$ cat src/rtl/reset_cmd_issuer.sv
// Issues a reset command byte, then measures the width of the returned
// active-low reset pulse, aborting any wait phase after TIMEOUT_CYC cycles.
module reset_cmd_issuer #(
    parameter logic [7:0]  CMD_CODE    = 8'd55,
    parameter int unsigned CMD_HOLD    = 2,
    parameter logic [31:0] TIMEOUT_CYC = 32'd500000000,
    parameter logic [31:0] MIN_PULSE   = 32'd1
) (
    input  logic        clk,
    input  logic        reset,
    input  logic        req,
    input  logic        reset_in_n,
    output logic [7:0]  reset_db,
    output logic        busy,
    output logic        done,
    output logic        timeout,
    output logic        short_err,
    output logic [31:0] pulse_width
);

    typedef enum logic [2:0] {
        IDLE,
        ISSUE,
        WAIT_LOW,
        MEASURE,
        FIN
    } state_t;

    // CMD_HOLD below 1 behaves as 1: ISSUE always lasts at least one cycle.
    localparam logic [31:0] HOLD_LAST = (CMD_HOLD == 0) ? 32'd0 : 32'(CMD_HOLD - 1);
    localparam logic [31:0] WIDTH_MAX = 32'hFFFF_FFFF;

    state_t      state, state_nxt;
    logic        sync_1, sync_n;
    logic [31:0] phase_cnt, phase_nxt;
    logic [31:0] width_cnt, width_nxt;
    logic [31:0] pulse_width_nxt;

    always_ff @(posedge clk) begin
        if (reset) begin
            state       <= IDLE;
            sync_1      <= 1'b1;
            sync_n      <= 1'b1;
            phase_cnt   <= 32'd0;
            width_cnt   <= 32'd0;
            pulse_width <= 32'd0;
        end else begin
            state       <= state_nxt;
            sync_1      <= reset_in_n;
            sync_n      <= sync_1;
            phase_cnt   <= phase_nxt;
            width_cnt   <= width_nxt;
            pulse_width <= pulse_width_nxt;
        end
    end

    always_comb begin
        state_nxt       = state;
        phase_nxt       = phase_cnt;
        width_nxt       = width_cnt;
        pulse_width_nxt = pulse_width;
        reset_db        = 8'd0;
        busy            = (state != IDLE);
        done            = 1'b0;
        timeout         = 1'b0;
        short_err       = 1'b0;

        case (state)
            IDLE: begin
                if (req) begin
                    state_nxt = ISSUE;
                    phase_nxt = 32'd0;
                end
            end
            ISSUE: begin
                reset_db = CMD_CODE;
                if (phase_cnt >= HOLD_LAST) begin
                    state_nxt = WAIT_LOW;
                    phase_nxt = 32'd0;
                end else begin
                    phase_nxt = phase_cnt + 32'd1;
                end
            end
            WAIT_LOW: begin
                phase_nxt = phase_cnt + 32'd1;
                // A low already present on entry counts as the pulse start.
                if (!sync_n) begin
                    state_nxt = MEASURE;
                    width_nxt = 32'd1;
                end else if (phase_cnt == TIMEOUT_CYC - 32'd1) begin
                    timeout   = 1'b1;
                    state_nxt = IDLE;
                end
            end
            MEASURE: begin
                if (sync_n) begin
                    state_nxt       = FIN;
                    pulse_width_nxt = width_cnt;
                end else if (width_cnt == TIMEOUT_CYC) begin
                    timeout         = 1'b1;
                    pulse_width_nxt = TIMEOUT_CYC;
                    state_nxt       = IDLE;
                end else if (width_cnt != WIDTH_MAX) begin
                    width_nxt = width_cnt + 32'd1;
                end
            end
            FIN: begin
                done      = 1'b1;
                short_err = (pulse_width < MIN_PULSE);
                state_nxt = IDLE;
            end
            default: begin
                state_nxt = IDLE;
            end
        endcase
    end

endmodule

$ cat config.mk
export PLATFORM = sky130hd
export DESIGN_NAME = reset_cmd_issuer
export DESIGN_NICKNAME = d
export VERILOG_FILES = /design/src/rtl/reset_cmd_issuer.sv
export SDC_FILE = /design/constraint.sdc
export NUM_CORES = 1
export LEC_CHECK = 0
export CORE_ASPECT_RATIO = 1.2
export CORE_UTILIZATION = 55
export CTS_CLUSTER_DIAMETER = 50
export CTS_CLUSTER_SIZE = 25
export DETAILED_ROUTE_END_ITERATION = 6
export GPL_ROUTABILITY_DRIVEN = 1
export HOLD_SLACK_MARGIN = 0.02
export MAX_ROUTING_LAYER = met4
export PLACE_DENSITY = 0.81
export SYNTH_ARGS = -nofsm -noshare
export SYNTH_HDL_FRONTEND = slang
export SYNTH_SLANG_ARGS = --single-unit
export TNS_END_PERCENT = 5
$ cat constraint.sdc
create_clock -name clk -period 3.8 [get_ports clk]
set_input_delay 0.57 -clock clk [delete_from_list [all_inputs] [get_ports clk]]
set_output_delay 0.57 -clock clk [all_outputs]
set_load 0.02 [all_outputs]
== Word-level counts from Yosys, hierarchy flattened ==
Cells that the tools add are included.

* Register bits after elaboration: 101
* Latch bits: 0
* RAM bits: 0
* Memory bits (read-only): 0
* Bits of input ports: 4
* Logic and storage cells: 59
* Memories: 0

* Add/subtract/negate cells: 2
* $mul: 0
* Divide/modulo/power cells: 0
* Magnitude comparators: 2
* Equal/unequal tests: 15
* Shift operators: 0
* Multiplexer cells: 25
* Bitwise operators: 0
* Reduce and logical (&&, ||, !) cells: 9

{| class="wikitable"
|+ Operators by type and width
! operator !! number
|-
| $mux W32 || 8
|-
| $pmux W32 S3 || 1
|-
| $add A32 B1 Y32 const B || 2
|-
| $eq A32 B29 Y1 const B || 2
|-
| $pmux W32 S2 || 1
|-
| $ge A32 B1 Y1 const B || 1
|-
| $lt A32 B1 Y1 const B || 1
|-
| $ne A32 B32 Y1 const B || 1
|-
| $mux W3 || 6
|-
| $ne A2 B2 Y1 const B || 6
|-
| $pmux W3 S4 || 1
|-
| $eq A3 B2 Y1 const B || 2
|-
| $mux W1 || 6
|-
| $mux W6 || 1
|-
| $ne A3 B3 Y1 const B || 2
|-
| $reduce_bool A3 Y1 || 2
|-
| $reduce_and A5 Y1 || 1
|-
| $reduce_and A2 Y1 || 2
|-
| $reduce_and A4 Y1 || 1
|-
| $reduce_bool A2 Y1 || 2
|-
| $eq A3 B1 Y1 const B || 1
|-
| $eq A3 B3 Y1 const B || 1
|-
| $logic_not A3 Y1 || 1
|-
| $pmux W1 S2 || 1
|}

== Depth between registers and ports, before layout ==
* Depth after elaboration: 5
* Mapped depth: 10

== Worst setup path before layout ==
Ideal clock, no wire load.

* Path kind: register to register
* Start point: register state[0]
* End point: register phase_cnt[31]
* Setup time: 0.075 ns
* Data arrival time: 2.451 ns
* Data required time: 3.725 ns
* Setup slack: 1.275 ns
* Stages on the path, launching flop included: 8
* Period minus slack after synthesis: 2.525 ns
* Cell sequence: dfxtp_1 buf_2 nor3b_1 nand4_1 nor3_1 a21o_1 or4b_1 a31oi_1

* Cells in the longest elaborated chain, start to end: 3
* Elaborated cells on any way between the ends: 7
* Classes of those cells: 3 x eq/ne; 1 x mux; 3 x reduce/logical

{| class="wikitable"
|+ Ends and longest elaborated chain
! item !! line !! RTL
|-
| start, declared || 33 || <nowiki>state_t state, state_nxt;</nowiki>
|-
| start signal, assigned || 48 || <nowiki>state <= state_nxt;</nowiki>
|-
| $eq A3 B2 Y1 (tied with other cells) || 68 || <nowiki>case (state)</nowiki>
|-
| $reduce_bool A3 Y1 (no source line) / $ne A2 B2 Y1 (equally long branches) || n/a ||
|-
| $reduce_and A2 Y1 (no source line) || n/a ||
|-
| end signal, assigned || 51 || <nowiki>phase_cnt <= phase_nxt;</nowiki>
|-
| end, declared || 35 || <nowiki>logic [31:0] phase_cnt, phase_nxt;</nowiki>
|}

Parallel ways exist; a longest one is shown, timed or not.
A chain may end at the register's enable or synchronous reset.

== Final worst setup path ==
* Start point: register width_cnt[0]
* End point: output port timeout

* Cells in the longest elaborated chain, start to end: 4

{| class="wikitable"
|+ Ends and longest elaborated chain
! item !! line !! RTL
|-
| start, declared || 36 || <nowiki>logic [31:0] width_cnt, width_nxt;</nowiki>
|-
| start signal, assigned || 52 || <nowiki>width_cnt <= width_nxt;</nowiki>
|-
| $eq A32 B29 Y1 || 99 || <nowiki>end else if (width_cnt == TIMEOUT_CYC) begin</nowiki>
|-
| $mux W1 || 99 ||
|-
| $mux W1 || 96 || <nowiki>if (sync_n) begin</nowiki>
|-
| $pmux W1 S2 || 68 ||
|-
| end, declared || 16 || <nowiki>output logic timeout,</nowiki>
|}

Every way passes these cells.

==> reports/results.ini <==
[run_status]
status=complete, no violations

[logic_synthesis]
synth_top_area_share=0.4144
yosys.area.top_type=dfxtp_1
synth-xor-area-share=0.05564
synthMuxAreaShare=0.006154
async_flop_share=0
synthFlopType=dfxtp_1
syn_area_per_cell_sq_um=8.327
synth_top_family_by_area=simple AND/OR/NAND/NOR gates
synth_compound_area_frac=0.1264
synthesis.area_sq_mm=0.004880
seq_area_frac_synth=0.4144
synthTopCellsByArea=dfxtp_1 (41%), nor2_1 (7.5%), nand2_1 (3.7%)
ys_seq_elements=101
yosysWarnings=0
syn_inst=586
synth-simple-area-share=0.3321
synth_cell_types=55
synth-edff-count=0
synth_fa_ha_area_frac=0.01282

[sta]
slew_violations=0
fin_crit_ns=3.422
max_clock_freq_ghz=0.2923
setup_viol_count_final=0
worst_pin_slew_ns=0.9050
finalClockSkew_ns=0.01839
holdWs_ns=0.4261
fin_crit_sh=0.9004
fin_setup_tns_ns=0
finalHoldViolCount=0
fin_ws_ns=0.3784
max_slew_margin=0.3920
rsz0062_at_grt=no

[floorplanning]
initial_utilization=0.5667
dieArea_sq_mm=0.009254
rows=37
die_y_microns=105.2
die_w_microns=87.99
io_pins=48
core_area_sq_mm=0.008611

[setup_path]
rr_worst_depth=7
r2r_end=width_cnt[8]
path_class=flop to output pin
rrSetupSlack_ns=0.97
r2r_start=width_cnt[1]
crit_required_ns=3.23
critPathMaxFanout=6
end_kind=output pin
critPathArrivalTime_ns=2.85
crit_path_cell_trace=inv_1 > ha_1 > nor4b_1 > nand4_1 > nor3_1 > nand3_1 > a21oi_1 > clkdlybuf4s50_1
cp_slowest_cell=clkdlybuf4s50_1
critPathMaxStageDelay_ns=0.62
startpoint_type=flop

[clock_tree]
cts_hold_buf=0
cts_buffer_depth=2
h-tree-depth=3
clk_pin_slew_ns=0.10
cts-resized-gates=0
tritoncts=yes
post_cts_buffers=0
insertion_delay_ns=0.38
clkSinkCount=101
cts_buffers=9
clock_tree.root_cell=clkbuf_8

[cells_and_area]
syn_to_final_growth_pct=12.38
n_antenna_cell=0
fillCellCount=764
nets=619
stdcell_count=732
drive_gt1_frac=0.07154

[routing]
num_vias=4461
drt_wl_total_microns=12200
firstDrtPassIters=5
remaining_drc_errors=0
wl_per_cell_microns=16.66
drtIter0Drc=374
viasPerCell=6.094
ant_nets=0

[power_and_ir_drop]
peakVddDrop_v=0.0002381
total_leakage_power_nw=1.838
total_power_mw=2.336
power_density_mw_per_mm2=426.0

[global_routing]
antenna_found_initial=0
grt_pass1_wl_microns=20110
grt_pass1_vias=4208
grt_max_degree=41
globalRouteOverflowTotal=0
grt_use_total=0.2895

[hold_path]
hold_depth=1
min_path_type=flop to flop
min_to=sync_n
hp-start=sync_1

[placement]
dpl.hpwl_microns=8665
gp_congestion=0.9129
dp_cells=716
pre_cts_ws_ns=0.8290
port_buffers=44

[run]
maxCapViolations=0

[how the worst max path moves through the flow]
| stage | endpoint | slack (ns) | start |
|---|---|---|---|
| floorplan | phase_cnt[31] | 1.27 | state[0] |
| global placement | timeout | 0.87 | width_cnt[19] |
| global route | timeout | 0.12 | width_cnt[0] |
| CTS | timeout | 0.39 | width_cnt[19] |
| finish | timeout | 0.38 | width_cnt[0] |
| detailed placement | timeout | 0.83 | width_cnt[19] |
[per-stage QoR]
stage	utilization	area [sq um]
floorplan	-	4887
global route	0.6369	5484
CTS	0.6369	5484
finish	0.6369	5484
global placement	0.6170	5313
detailed placement	0.6170	5313
[synthesized netlist by cell type, types with 2 or more instances]
library cell	count
dfxtp_1	101
nor2_1	97
nand2_1	48
nand3_1	30
nor3_1	27
clkbuf_1	23
nor4_1	21
nand4_1	20
a22oi_1	19
xor2_1	17
a21oi_1	15
xnor2_1	14
a21oi_2	12
or4_1	11
and3_1	10
inv_1	10
or3_1	10
and4_1	9
buf_4	8
o21ai_1	8
a31o_1	7
o31ai_1	7
and2_1	5
ha_1	5
nor4b_1	5
buf_2	4
nand2b_1	4
buf_6	3
mux2i_1	3
o211ai_1	3
or2_2	3
a31oi_1	2
nor4_4	2
o21ai_2	2
[per-layer routing]
metal | vias to the layer above | GRT usage | wire length [microns]
met5 | - | - | 0
met4 | 0 | 0.1593 | 421
met2 | 143 | 0.4823 | 6299
li1 | 2147 | - | -
met1 | 2142 | 0.3262 | 4880
met3 | 29 | 0.04423 | 595
[registers in the layout, summed over array words and instances (netlist names)]
| register | cells |
|---|---|
| sync_n | 1 |
| phase_cnt | 32 |
| pulse_width | 32 |
| sync_1 | 1 |
| state | 3 |
| width_cnt | 32 |
[area by class of cell]
type | count | area [sq um] | area share
Sequential cell | 101 | 2022 | 0.3687
Tap cell | 117 | 146.4 | 0.02669
Multi-Input combinational cell | 438 | 2621 | 0.4780
Clock inverter | 1 | 5.005 | 0.0009126
Clock buffer | 15 | 166.4 | 0.03034
Timing Repair Buffer | 50 | 485.5 | 0.08852
Inverter | 10 | 37.54 | 0.006845
[logic make-up (layout without fill, tap and decap cells)]
family                     Yosys count  in the layout
adders and majority gates            5              5
other                                1              3
buffers and inverters               49             76
AOI/OAI and AO/OA                   85             85
muxes                                3              3
xor gates and xnor gates            31             31
and+or+nand+nor                    311            311
DFF                                101            101
[where the power goes]
group	leakage, nW	switching [mW]	internal [mW]
clock	0.0877	0.358	0.275
sequential	0.815	0.0564	1.10
combinational	0.935	0.339	0.212
total	1.84	0.753	1.58
[cells in the final DEF, fill, tap and decap left out, types with 2 or more instances in the layout]
cell type and instances:
nor3_1 26, nand2b_1 4, xor2_1 17, nand4_1 20
nor4_1 21, dfxtp_1 101, clkdlybuf4s50_1 44, a21oi_2 12
a22oi_1 19, inv_1 10, o21ai_2 2, nor4b_1 5
clkbuf_1 4, buf_4 6, o31ai_1 7, a21oi_1 15
or3_1 10, ha_1 5, and4_1 9, a31oi_1 2
nor4_4 2, or2_2 3, xnor2_1 14, a31o_1 7
mux2i_1 3, and2_1 5, nand3_1 30, conb_1 3
nand2_1 48, nor2_1 97, o21ai_1 8, clkbuf_8 11
and3_1 10, or4_1 11, o211ai_1 3
[critical path: cells and delay by family (launching register included)]
family | cells | cell delay [ns]
compound gates | 1 | 0.17
flops | 1 | 0.38
buf+inv | 2 | 0.73
fa+ha+maj | 1 | 0.14
simple gates | 4 | 1.05
Power figures use the tool's default switching activity.
